===== src/rtl/sigma_sched_ctrl.sv =====
// SHA-256 message-schedule sequencer: loads W[0..15], expands W[16..63] through an external
// sigma_stage and streams all 64 words. Define SIGMA_SCHED_CFG_EN for writable sigma constants.
module sigma_sched_ctrl #(
  parameter int DATA_W    = 32,
  parameter int SIGMA_LAT = 1
) (
  input  logic              clk,
  input  logic              rst,
  input  logic              start,
  output logic              busy,
  output logic              done,
  input  logic [DATA_W-1:0] in_data,
  input  logic              in_valid,
  output logic              in_ready,
  output logic [DATA_W-1:0] out_data,
  output logic [5:0]        out_idx,
  output logic              out_valid,
  input  logic              out_ready,
  output logic              sigma_run,
  output logic [DATA_W-1:0] sigma_in0,
  output logic [DATA_W-1:0] sigma_in1,
  input  logic [DATA_W-1:0] sigma_out0,
  input  logic [DATA_W-1:0] sigma_out1,
  output logic [31:0]       constant_00_00,
  output logic [31:0]       constant_01_01,
  output logic [31:0]       constant_02_02,
  output logic [31:0]       constant_00_03,
  output logic [31:0]       constant_01_04,
  output logic [31:0]       constant_02_05
`ifdef SIGMA_SCHED_CFG_EN
  ,
  input  logic              cfg_we,
  input  logic [2:0]        cfg_addr,
  input  logic [4:0]        cfg_data
`endif
);

  typedef enum logic [2:0] {S_IDLE, S_LOAD, S_ISSUE, S_WAIT, S_OUT} state_t;

  localparam bit         LAT0  = (SIGMA_LAT == 0);
  localparam logic [2:0] LAT_C = 3'(SIGMA_LAT);

  state_t            r_state, w_state_nxt;
  logic [5:0]        r_t;
  logic [2:0]        r_cnt;
  logic              r_done;
  logic              r_out_valid;
  logic [DATA_W-1:0] r_out_data;
  logic [5:0]        r_out_idx;
  logic [DATA_W-1:0] r_sig_in0, r_sig_in1;
  logic [DATA_W-1:0] r_buf [16];

  logic              w_in_hs, w_out_hs, w_sample, w_enter_issue;
  logic [5:0]        w_t_iss;
  logic [DATA_W-1:0] w_sum;

  assign w_in_hs  = in_valid & in_ready;
  assign w_out_hs = r_out_valid & out_ready;
  assign w_sample = ((r_state == S_ISSUE) && LAT0) || ((r_state == S_WAIT) && (r_cnt == LAT_C));
  // buf[t] still holds W[t-16] until this sum overwrites it
  assign w_sum    = sigma_out0 + sigma_out1 + r_buf[r_t[3:0] - 4'd7] + r_buf[r_t[3:0]];
  assign w_enter_issue = (w_state_nxt == S_ISSUE) && (r_state != S_ISSUE);
  // t of the word about to be issued: leaving OUT advances t in the same edge
  assign w_t_iss  = (r_state == S_OUT) ? r_t + 6'd1 : r_t;

  always_ff @(posedge clk or negedge rst) begin
    if (!rst) r_state <= S_IDLE;
    else      r_state <= w_state_nxt;
  end

  always_comb begin
    w_state_nxt = r_state;
    case (r_state)
      S_IDLE:  if (start && !r_done) w_state_nxt = S_LOAD;
      S_LOAD:  if ((r_t == 6'd16) && (!r_out_valid || out_ready)) w_state_nxt = S_ISSUE;
      S_ISSUE: w_state_nxt = LAT0 ? S_OUT : S_WAIT;
      S_WAIT:  if (r_cnt == LAT_C) w_state_nxt = S_OUT;
      S_OUT:   if (out_ready) w_state_nxt = (r_t == 6'd63) ? S_IDLE : S_ISSUE;
      default: w_state_nxt = S_IDLE;
    endcase
  end

  always_comb begin
    busy      = (r_state != S_IDLE);
    in_ready  = (r_state == S_LOAD) && (r_t < 6'd16) && (!r_out_valid || out_ready);
    sigma_run = (r_state == S_ISSUE);
  end

  always_ff @(posedge clk or negedge rst) begin
    if (!rst) begin
      r_t         <= '0;
      r_cnt       <= '0;
      r_done      <= 1'b0;
      r_out_valid <= 1'b0;
      r_out_data  <= '0;
      r_out_idx   <= '0;
      r_sig_in0   <= '0;
      r_sig_in1   <= '0;
    end else begin
      r_done <= (r_state == S_OUT) && out_ready && (r_t == 6'd63);
      case (r_state)
        S_IDLE: if (start && !r_done) r_t <= '0;
        S_LOAD: begin
          if (w_in_hs) begin
            r_out_data  <= in_data;
            r_out_idx   <= r_t;
            r_out_valid <= 1'b1;
            r_t         <= r_t + 6'd1;
          end else if (w_out_hs) begin
            r_out_valid <= 1'b0;
          end
        end
        S_ISSUE: r_cnt <= 3'd1;
        S_WAIT:  r_cnt <= r_cnt + 3'd1;
        S_OUT: begin
          if (out_ready) begin
            r_out_valid <= 1'b0;
            if (r_t != 6'd63) r_t <= r_t + 6'd1;
          end
        end
        default: ;
      endcase
      if (w_sample) begin
        r_out_data  <= w_sum;
        r_out_idx   <= r_t;
        r_out_valid <= 1'b1;
      end
      if (w_enter_issue) begin
        r_sig_in0 <= r_buf[w_t_iss[3:0] - 4'd15];
        r_sig_in1 <= r_buf[w_t_iss[3:0] - 4'd2];
      end
    end
  end

  always_ff @(posedge clk) begin
    if (w_in_hs)       r_buf[r_t[3:0]] <= in_data;
    else if (w_sample) r_buf[r_t[3:0]] <= w_sum;
  end

  assign out_data  = r_out_data;
  assign out_idx   = r_out_idx;
  assign out_valid = r_out_valid;
  assign done      = r_done;
  assign sigma_in0 = r_sig_in0;
  assign sigma_in1 = r_sig_in1;

`ifdef SIGMA_SCHED_CFG_EN
  localparam logic [4:0] CST_DEF [6] = '{5'd7, 5'd18, 5'd3, 5'd17, 5'd19, 5'd10};
  logic [4:0] r_cst [6];

  always_ff @(posedge clk or negedge rst) begin
    if (!rst) begin
      for (int i = 0; i < 6; i++) r_cst[i] <= CST_DEF[i];
    end else if (cfg_we && (r_state == S_IDLE)) begin
      case (cfg_addr)
        3'd0: r_cst[0] <= cfg_data;
        3'd1: r_cst[1] <= cfg_data;
        3'd2: r_cst[2] <= cfg_data;
        3'd3: r_cst[3] <= cfg_data;
        3'd4: r_cst[4] <= cfg_data;
        3'd5: r_cst[5] <= cfg_data;
        default: ;
      endcase
    end
  end

  assign constant_00_00 = {27'd0, r_cst[0]};
  assign constant_01_01 = {27'd0, r_cst[1]};
  assign constant_02_02 = {27'd0, r_cst[2]};
  assign constant_00_03 = {27'd0, r_cst[3]};
  assign constant_01_04 = {27'd0, r_cst[4]};
  assign constant_02_05 = {27'd0, r_cst[5]};
`else
  assign constant_00_00 = 32'd7;
  assign constant_01_01 = 32'd18;
  assign constant_02_02 = 32'd3;
  assign constant_00_03 = 32'd17;
  assign constant_01_04 = 32'd19;
  assign constant_02_05 = 32'd10;
`endif

endmodule


===== config.mk =====
export PLATFORM = sky130hd
export DESIGN_NAME = sigma_sched_ctrl
export DESIGN_NICKNAME = d
export VERILOG_FILES = /design/src/rtl/sigma_sched_ctrl.sv
export SDC_FILE = /design/constraint.sdc
export NUM_CORES = 2
export LEC_CHECK = 0
export CORE_ASPECT_RATIO = 1.25
export CORE_UTILIZATION = 43
export CTS_CLUSTER_DIAMETER = 30
export DETAILED_ROUTE_END_ITERATION = 7
export PLACE_DENSITY = 0.62
export SLEW_MARGIN = 15
export SYNTH_ARGS = -nofsm -noshare
export SYNTH_HDL_FRONTEND = slang
export SYNTH_SLANG_ARGS = --single-unit

===== constraint.sdc =====
create_clock -name clk -period 6.75 [get_ports clk]
set_input_delay 1.6875 -clock clk [delete_from_list [all_inputs] [get_ports clk]]
set_output_delay 1.6875 -clock clk [all_outputs]
set_load 0.02 [all_outputs]

==> impl_metrics.ini <==
[outcome]
status = finished clean

[synthesis]
synth_edf_count = 512
syn-cell-area_um2 = 41830
ys_types = 60
ys_seq_area_share_pct = 43.70
synthArstFlopShare_pct = 18.47
synth.top_cells.by_area = edfxtp_1 37%, mux4_2 24%, dfrtp_1 6.9%
synth_top_area_share_pct = 36.76
synth_largest_area_cell = edfxtp_1
synth_area_per_cell_um2 = 12.50
syn_inst = 3346
yosysWarnings = 0
synth-seq-cells = 628
synth_ff_type = edfxtp_1

[detailed_routing]
route.detailed.drc = 0
wl_mm = 134.7
antenna_left = 0
drt_iter0_drc = 3705
drtPass1Iterations = 5
routedWlPerCell_um = 27.36
viasPerCell = 6.234
vias = 30690

[cts]
cts_root_buffer = clkbuf_16
htreeDepth = 3
clk_path_buf_depth = 3
clock-sinks = 628
cts_setup_buffers = 0
clk_pin_slew_ns = 0.05
cts_buffers = 114
cts_tree = yes
clk_latency_ns = 0.72

[final_layout]
drive_above_1_share_pct = 23.56
regArea_um2 = 18290
syn2layout_area_growth_pct = 17.88
multiInputGateArea_um2 = 21260
nNetsFinal = 3735
diodes = 0
fillCellCount = 8066
layout.cells.most_common = nand2_1
final_cell_mix = 651 x nand2_1, 512 x edfxtp_1, 448 x mux4_2

[setup_path]
rr_startpoint = r_t[0]
start_kind = flip-flop
critPathLaunch = r_t[0]
worstPathMaxFanout = 32
end_kind = flip-flop
cp_data_required_time_ns = 7.16
r2r_end = r_buf[3][25]
r2r_cells = 19
criticalPathCategory = flip-flop to flip-flop
rrSetupSlack_ns = 0.19
crit_path_end = r_buf[3][25]
cp.arrival_ns = 6.97

[place]
hpwlAfterDp_mm = 84.32
globalplace.congestion = 0.8551
portBuffers = 207

[floorplan]
dieArea_um2 = 98530
num_rows = 127
io_pins = 400
die_h_um = 350.7
coreArea_um2 = 96140
start_util_pct = 43.51
die_w_um = 281.0

[hold_path]
min_path_type = flip-flop to flip-flop
hp-start = sigma_in1[24]

[sta]
tns_ns = 0
hold_viol = 0
max_slew.worst_pin.slew_ns = 1.178
rsz0062_at_grt = no
fmax_mhz = 152.5
finalCritPeriodShare_pct = 97.17
worst_clock_skew_ns = 0.02994
period_needed_ns = 6.559
report.final.slew_viol_count = 0
final-setup-viol-count = 0
maxSlewHeadroom_pct = 21.31

[global_routing]
first_global_vias = 29700
grt_pass1_wl_mm = 198.2
grt_overflow = 0
grt_max_degree = 155
track_usage_pct = 27.50
antenna_found_initial = 2

[flow_run]
cap_violations = 0
==> sequential cells by signal (all words and copies together) (netlist names) <==
register,cells
done,1
out_data,32
out_idx,6
out_valid,1
r_buf,512
r_cnt,3
r_state,3
r_t,6
sigma_in0,32
sigma_in1,32
==> critical path: stages, from the launching register on <==
cell and delay, ns:
dfrtp_4 0.54, inv_1 0.14, ha_4 0.47, buf_4 0.52, mux4_2 0.40, mux4_2 0.47
inv_1 0.08, fa_1 0.45, fa_1 0.50, inv_1 0.05, ha_1 0.36, a21o_1 0.19
a21o_1 0.18, a211oi_1 0.42, o21ai_0 0.24, a31oi_1 0.24, buf_4 0.16, xnor2_1 0.14
nand2_1 0.15, nand2_1 0.52
==> per-stage QoR <==
step                      utilization, %  hold WS [ns]  cell area, um^2  setup WS, ns  cells
after floorplan                        -        0.4729            42540       0.02309   3536
after global placement             46.91        0.4603            45090        0.1242   4706
after detailed placement           46.91        0.4654            45090       0.03157   4706
after CTS                          51.27        0.4767            49290        0.1234   4923
after global routing               51.29        0.4964            49300       0.02281   4923
final                              51.29        0.4725            49300        0.1908   4923
==> synthesized netlist by cell type (all sizes together), types with 3 or more instances <==
| master | n |
|---|---|
| a211oi | 68 |
| a21o | 48 |
| a21oi | 109 |
| a311oi | 64 |
| a31oi | 71 |
| and2 | 3 |
| and3 | 131 |
| buf | 296 |
| clkbuf | 149 |
| dfrtp | 116 |
| edfxtp | 512 |
| fa | 62 |
| ha | 40 |
| inv | 193 |
| mux2 | 48 |
| mux2i | 55 |
| mux4 | 448 |
| nand2 | 653 |
| nand2b | 11 |
| nand3 | 14 |
| nand4 | 6 |
| nor2 | 64 |
| nor2b | 5 |
| nor3 | 9 |
| nor3b | 4 |
| o21a | 6 |
| o21ai | 86 |
| o31ai | 4 |
| or3 | 6 |
| xnor2 | 26 |
| xor2 | 12 |
==> what timing repair did <==
item	in CTS	in global routing
setup endpoints to repair	3	69
hold buffers	0	0
pin swaps	0	0
resized for setup	1	3
==> worst min-delay path by stage <==
stage	end	cells after the start
after floorplan	r_cnt[2]	1
after global placement	sigma_in1[27]	1
after detailed placement	sigma_in1[2]	1
after CTS	sigma_in1[24]	1
after global routing	sigma_in1[11]	1
final	sigma_in1[24]	1
==> cell families after synthesis <==
logic type | synth area share [%]
AO/OA/AOI/OAI | 7.311
XOR/XNOR | 0.8586
adder cells (fa/ha/maj) | 4.164
buffers and inverters | 7.781
flip-flops | 43.70
multiplexers | 26.73
other | 0.01796
AND/OR/NAND/NOR | 9.435
==> metal layers <==
layer,part of all wire (%),GRT usage (%),up-vias
met5,0,0,-
met4,4.9,13.29,0
met3,10,4.125,347
met2,48,44.12,2182
met1,37,36.69,15450
li1,-,-,12710
==> layout make-up <==
cell class / instances / share of cell area, %
Multi-Input combinational cell: 2270 / 43.12
Sequential cell: 628 / 37.10
Timing Repair Buffer: 325 / 6.517
Clock buffer: 124 / 5.966
Tap cell: 1290 / 3.274
Clock inverter: 93 / 2.538
Inverter: 193 / 1.490
Power is not shown: default switching activity piles up to over one toggle a cycle in this logic, so the estimate is an artifact.
